==> src/rtl/result_drain.sv <==
// Result drain: reads NUM_RES words from result memory on a done edge
// and streams them out through a 2-entry FIFO with index and last flag.
module result_drain #(
    parameter int                ADDR_W   = 7,
    parameter int                DATA_W   = 34,
    parameter logic [ADDR_W-1:0] RES_BASE = 7'd64,
    parameter int                NUM_RES  = 8,
    parameter int                IDX_W    = 3
) (
    input  logic              clk,
    input  logic              rst,
    input  logic              done_in,
    output logic              mem_rd_en,
    output logic [ADDR_W-1:0] mem_address,
    input  logic [DATA_W-1:0] mem_read_data,
    output logic              m_valid,
    input  logic              m_ready,
    output logic [DATA_W-1:0] m_data,
    output logic [IDX_W-1:0]  m_index,
    output logic              m_last,
    output logic              busy,
    output logic              drain_done
);

    localparam logic [IDX_W-1:0] LAST_IDX = IDX_W'(NUM_RES - 1);

    localparam logic [1:0] S_IDLE  = 2'd0;
    localparam logic [1:0] S_READ  = 2'd1;
    localparam logic [1:0] S_FLUSH = 2'd2;

    logic [1:0]        state_q, state_d;
    logic [IDX_W-1:0]  issue_idx_q, issue_idx_d;
    logic              done_prev_q;
    logic              inflight_q;
    logic [IDX_W-1:0]  infl_idx_q;
    logic [ADDR_W-1:0] addr_q;
    logic [1:0]        cnt_q, cnt_d;
    logic              rd_ptr_q;
    logic              wr_ptr_q;
    logic [DATA_W-1:0] fifo_data_q [2];
    logic [IDX_W-1:0]  fifo_idx_q  [2];
    logic              drain_done_q;

    logic              trig;
    logic              pop;
    logic              push;
    logic              issue;
    logic              last_pop;
    logic [2:0]        occ;
    logic [IDX_W-1:0]  head_idx;
    logic [ADDR_W-1:0] rd_addr;

    assign trig     = done_in & ~done_prev_q;
    assign pop      = m_valid & m_ready;
    assign push     = inflight_q;
    assign head_idx = fifo_idx_q[rd_ptr_q];
    assign last_pop = pop & (head_idx == LAST_IDX);
    assign rd_addr  = RES_BASE + ADDR_W'(issue_idx_q);

    // Occupancy counts the word still in the memory pipe; a same-cycle
    // pop frees a slot so reads continue back-to-back at full rate.
    assign occ   = {1'b0, cnt_q} + {2'b00, inflight_q};
    assign issue = (state_q == S_READ) && (occ < (3'd2 + {2'b00, pop}));
    assign cnt_d = cnt_q + {1'b0, push} - {1'b0, pop};

    always_comb begin
        state_d     = state_q;
        issue_idx_d = issue_idx_q;
        unique case (state_q)
            S_IDLE: begin
                if (trig) begin
                    state_d     = S_READ;
                    issue_idx_d = '0;
                end
            end
            S_READ: begin
                if (issue) begin
                    if (issue_idx_q == LAST_IDX) begin
                        state_d     = S_FLUSH;
                        issue_idx_d = '0;
                    end else begin
                        issue_idx_d = issue_idx_q + 1'b1;
                    end
                end
            end
            S_FLUSH: begin
                if (last_pop) state_d = S_IDLE;
            end
            default: state_d = S_IDLE;
        endcase
    end

    always_ff @(posedge clk) begin
        if (rst) begin
            state_q        <= S_IDLE;
            issue_idx_q    <= '0;
            done_prev_q    <= 1'b0;
            inflight_q     <= 1'b0;
            infl_idx_q     <= '0;
            addr_q         <= '0;
            cnt_q          <= '0;
            rd_ptr_q       <= 1'b0;
            wr_ptr_q       <= 1'b0;
            fifo_data_q[0] <= '0;
            fifo_data_q[1] <= '0;
            fifo_idx_q[0]  <= '0;
            fifo_idx_q[1]  <= '0;
            drain_done_q   <= 1'b0;
        end else begin
            state_q      <= state_d;
            issue_idx_q  <= issue_idx_d;
            done_prev_q  <= done_in;
            inflight_q   <= issue;
            cnt_q        <= cnt_d;
            drain_done_q <= (state_q == S_FLUSH) & last_pop;
            if (issue) begin
                infl_idx_q <= issue_idx_q;
                addr_q     <= rd_addr;
            end
            if (push) begin
                fifo_data_q[wr_ptr_q] <= mem_read_data;
                fifo_idx_q[wr_ptr_q]  <= infl_idx_q;
                wr_ptr_q              <= ~wr_ptr_q;
            end
            if (pop) rd_ptr_q <= ~rd_ptr_q;
        end
    end

    assign mem_rd_en   = issue;
    assign mem_address = issue ? rd_addr : addr_q;
    assign m_valid     = (cnt_q != 2'd0);
    assign m_data      = fifo_data_q[rd_ptr_q];
    assign m_index     = head_idx;
    assign m_last      = m_valid & (head_idx == LAST_IDX);
    assign busy        = (state_q != S_IDLE);
    assign drain_done  = drain_done_q;

    a_no_overflow: assert property (@(posedge clk) disable iff (rst)
        !(push && (cnt_q == 2'd2) && !pop));

endmodule

==> config.mk <==
export PLATFORM = sky130hd
export DESIGN_NAME = result_drain
export DESIGN_NICKNAME = d
export VERILOG_FILES = /design/src/rtl/result_drain.sv
export SDC_FILE = /design/constraint.sdc
export NUM_CORES = 1
export LEC_CHECK = 0
export ABC_CLOCK_PERIOD_IN_PS = 3700
export CAP_MARGIN = 40
export CELL_PAD_IN_SITES_DETAIL_PLACEMENT = 1
export CELL_PAD_IN_SITES_GLOBAL_PLACEMENT = 2
export CORE_MARGIN = 3
export CORE_UTILIZATION = 37
export CTS_CLUSTER_SIZE = 14
export DETAILED_ROUTE_END_ITERATION = 16
export GPL_ROUTABILITY_DRIVEN = 0
export GPL_TIMING_DRIVEN = 0
export PLACE_DENSITY = 0.9
export SYNTH_ARGS = -nofsm -noshare
export SYNTH_HDL_FRONTEND = slang
export SYNTH_SLANG_ARGS = --single-unit
==> constraint.sdc <==
create_clock -name clk -period 3.7 [get_ports clk]
set_input_delay 0.74 -clock clk [delete_from_list [all_inputs] [get_ports clk]]
set_output_delay 0.74 -clock clk [all_outputs]
set_load 0.005 [all_outputs]
==> Yosys cells after proc, flatten, opt, wreduce, memory -nomap -nowiden <==
Memory sizes are Yosys's and may differ from the RTL's. A register that Yosys moved wholly into a read port is not among the register bits.
Cells that the tools add are included.
{ "totals": {"regBits": 22, "ram_bits": 74, "inputBits": 38, "out_inout_bits": 49, "elab_cells": 69, "n_memories": 2} }
{ "classes": {"n_addsub": 6, "n_lt_le_gt_ge": 1, "eq_ne": 8, "n_mux": 25, "bitwise_logic": 8, "reduce_logical": 9} }
{ "memory_table": {"columns": ["name", "words", "word_bits", "read_ports", "rd_clocked_by_memory_dff", "write_ports", "line", "text"], "rows": [
  ["fifo_data_q", 2, 34, 1, 1, 2, "40", "logic [DATA_W-1:0] fifo_data_q [2];"],
  ["fifo_idx_q", 2, 3, 1, 1, 2, "41", "logic [IDX_W-1:0] fifo_idx_q [2];"]
]} }
{ "ops": {"columns": ["op", "count"], "rows": [
  ["34-bit 2-to-1 mux", 1],
  ["34-bit OR reduction", 1],
  ["1-bit 2-to-1 mux", 13],
  ["3-bit 2-to-1 mux", 4],
  ["2-bit 2-to-1 mux", 4],
  ["7-bit by 3-bit adder with 7-bit output (first input constant)", 1],
  ["7-bit 2-to-1 mux", 1],
  ["3-bit == test (second input constant)", 2],
  ["2-bit != test (second input constant)", 3],
  ["2-bit case mux with 3 select lines", 1],
  ["3-bit case mux with 2 select lines", 1],
  ["2-bit nonzero test", 3],
  ["1-bit AND", 5],
  ["4-bit AND reduction", 1],
  ["2-bit by 1-bit adder with 3-bit output", 1],
  ["2-bit by 1-bit adder with 3-bit output (first input constant)", 1],
  ["3-bit by 1-bit adder with 3-bit output (second input constant)", 1],
  ["3-bit < comparator", 1],
  ["1-bit inverter", 3],
  ["3-bit AND reduction", 1],
  ["3-bit OR reduction", 1],
  ["2-bit by 1-bit adder with 2-bit output", 1],
  ["2-bit by 1-bit == test with 1-bit output (second input constant)", 1],
  ["2-bit == test (second input constant)", 1],
  ["other kinds (4)", 4]
]} }

==> Longest topological paths before layout <==
{ "logic_depth": {"word_depth": 7, "depth_mapped": 8, "mapped_depth_nobuf": 8} }

==> Worst setup path after synthesis <==
OpenSTA, ideal clock, no wires.
{ "synth_path": {"path_type": "input to register", "from": "in rst", "to": "mem fifo_data_q[0][0], enable pin", "setup_time_ps": 393, "t_arrival_ps": 1728, "required_ps": 3307, "setup_slack_ps": 1579, "path_stages": 2, "n_path_buf": 1, "cell_sequence": "buf_2 a21o_1"} }
{ "synth_rtl": {"columns": ["item", "line", "text"], "rows": [
  ["start, declared", "11", "input logic rst,"],
  ["end, declared", "40", null]
]} }

==> Worst setup path after layout <==
{ "layout_path": {"from": "in m_ready", "to": "out mem_address[4]"} }
{ "layout_between": {"elab_chain_cells": 5} }
{ "layout_rtl": {"columns": ["item", "line", "text"], "rows": [
  ["start, declared", "17", "input logic m_ready,"],
  ["1-bit AND", "54", "assign pop = m_valid & m_ready;"],
  ["2-bit by 1-bit adder with 3-bit output", "63", "assign issue = (state_q == S_READ) && (occ < (3'd2 + {2'b00, pop}));"],
  ["3-bit < comparator", "63", null],
  ["1-bit logical AND", "63", null],
  ["7-bit 2-to-1 mux", null, null],
  ["end, declared", "14", "output logic [ADDR_W-1:0] mem_address,"]
]} }
No other way between the ends.

==> impl_results.md <==
- Synth cell types: 34
- CTS tree: built
- Critical Path Source Type: primary input
- Post-route ant nets: 0
- Worst setup EP type: output pin
- Placed Instances: 534
- Cts bufs inserted: 9
- R2R Setup Slk: between 1.5 and 2 ns
- Clock sink count: between 90 and 100
- Final nets: between 400 and 500
- Pwr dens: approximately 510 nW/um2
- Die height: roughly 110 um
- FMAX: 0.316 GHz
- Via/cell ratio: ~4.8
- First-pass GRT wire length: between 10000 and 15000 um
- Worst hold-check path type: flop to flop
- Combinational power share: 0.225
- Final setup viols: 0
- Root buffer selected by CTS: clkbuf_16
- DP Wirelength: 6450 um
- EDFF count, synth: 74
- Crit-path max FO: 8
- GR Overflow Total: 0
- CP arrival: between 2 and 2.5 ns
- Most common cell after layout, fill and taps aside: clkdlybuf4s50_1
- Most frequent cells in the layout: clkdlybuf4s50_1, and2_1, edfxtp_1
- Setup TNS: 0 ns
- CTS H-tree depth: 3
- Flop pwr share: 0.453
- Internal Power: 2140 uW
- Layout Skew: between 0.003 and 0.004 ns
- Rows: 38
- Detailed Route WL: ~9200 um
- Number of max-cap violations: 0
- Final Core Density: 0.509
- Fin crit period: between 3 and 4 ns
- Vias in the first global route: between 2000 and 3000
- Total Routing Usage GR: 0.152
- Post-route clock period utilization: 0.856
- Clock share of power: 0.322
- Core area: approximately 11000 um2
- Leak: 0.00216 uW
- R2R depth: 4
- # IOs: a little under 90
- Total power: around 2800 uW
- Non-filler cells, final: 550
- Psw: 689 uW
- # DRC: 0
- Pin slew with the least headroom to its limit: a little under 0.6 ns
- Share of layout cells above drive strength 1: 0.185
- CTS resizes: 0
- Initial antenna violation count: 0
- Post CTS Setup Buffer Count: 0
- Final Hold Viols: 0
- Post-Syn Area per Cell: ~14 um2
- Relative slew slack: 0.607
- Clock-pin slew on the worst setup and hold paths: roughly 0.060 ns
- RSZ-0062 raised after global routing: false
- Final Slew Violations: 0
- Post-synthesis cell count: slightly above 300
- DR WL/cell: between 15 and 20 um
- Initial Util: 0.384
- Sequential cell area fraction in the yosys report: 0.635
- Worst endpoint required time: about 3.0 ns
- Synth Cell Area: approximately 4200 um2
- Status: finished, final reports clean
- Die ar.: around 13000 um2
- DRT Pass-1 Iters: 4
- Yosys warns: 0
- Later-pin clock latency in the skew report: around 0.34 ns
- Worst hold stages: 1
- Switch share: 0.243
- #FFs+latches synth: 97
- Largest net degree at the start of global routing: 28
- Area grow syn2layout: 32.4%
- CTS hold repair buffers: 0
- VDD IR max: around 0.26 mV
- Mapped Nets: 350
- Routed vias: ~2600
- Crit Path Class: primary input to output pin
- Async SR Flop Fraction: 0
- Horiz. Die Dim: 113 um
- Initial drt markers: 81
- Buffers on Ports: 86
- Main flop type after synthesis: edfxtp_1
- Clk buf depth: 2
- ANT cells: 0
## layer usage
layer	GRT usage	share of wire	up-vias
met5	0	0	-
met2	0.263	0.50	63
li1	-	-	1266
met1	0.180	0.43	1276
met3	0.0358	0.057	10
met4	0.0697	0.014	0
## path summary, 6_finish.rpt
check	endpoint	from
max	mem_address[4]	m_ready
min	addr_q[5]	addr_q[5]
max reg2reg	fifo_data_q[1][3]	inflight_q
min reg2reg	addr_q[5]	addr_q[5]
## registers in the layout, indices dropped and copies added (netlist names), named ones only
name,flops
state_q,2
cnt_q,2
drain_done,1
infl_idx_q,3
issue_idx_q,3
addr_q,7
fifo_idx_q,6
wr_ptr_q,1
rd_ptr_q,1
inflight_q,1
done_prev_q,1
fifo_data_q,68
## power by group through the flow
stage / sequential (uW) / clock (uW) / combinational, uW
after CTS: 1280 / 933 / 653
final: 1280 / 910 / 637
after floorplan: 1300 / 0 / 329
after global routing: 1290 / 981 / 695
after global placement: 1300 / 0 / 627
after detailed placement: 1310 / 0 / 645
## kinds of logic after synthesis
family,after synthesis,synth area share
and+or+nand+nor,114,0.167
buffers and inverters,23,0.0249
muxes,37,0.0987
DFF,97,0.635
xor gates and xnor gates,4,0.00830
AOI/OAI and AO/OA,25,0.0480
adders and majority gates,6,0.0178
## final cells by class
class	instances	area [um2]
plain buffers	14	71.3
clock buffers	11	233
clock inverters	5	56.3
fillers	1126	5390
inverters	9	33.8
multi-input cells	186	1440
flip-flops and latches	97	2680
well taps	140	175
repair buffers	88	901
## critical path: stages
cell and delay, ns:
clkdlybuf4s50_1 0.50, o21ai_4 0.11, o21ai_4 0.27, nand2_1 0.17, and2_1 0.19, clkdlybuf4s50_1 0.44
## cell usage after synthesis, types with 2 or more instances
library cell | number | area share
ha_1 | 6 | 0.018
nor2b_1 | 3 | 0.0044
xor2_1 | 2 | 0.0041
clkbuf_2 | 2 | 0.0024
clkbuf_1 | 4 | 0.0036
nand2_1 | 5 | 0.0044
and2_1 | 80 | 0.12
o21ai_4 | 2 | 0.0077
inv_1 | 9 | 0.0080
dfxtp_1 | 23 | 0.11
o21ai_0 | 7 | 0.0083
nand3_1 | 3 | 0.0036
edfxtp_1 | 74 | 0.53
nor2_1 | 13 | 0.012
xnor2_1 | 2 | 0.0041
mux2_2 | 37 | 0.099
a22o_1 | 2 | 0.0041
a21oi_1 | 8 | 0.0095
buf_2 | 7 | 0.0083
nor2b_4 | 2 | 0.0065
nor3b_2 | 2 | 0.0059
## metrics by stage
| stage | cell area (um2) | hold slack (ns) | setup slack (ns) |
|---|---|---|---|
| floorplan | 4220 | 0.421 | 1.58 |
| global placement | 5260 | 0.436 | 0.337 |
| detailed placement | 5300 | 0.442 | 0.528 |
| CTS | 5590 | 0.462 | 0.521 |
| global route | 5590 | 0.484 | 0.426 |
| finish | 5590 | 0.457 | 0.532 |
No activity file was read; power rests on OpenSTA's default activity.
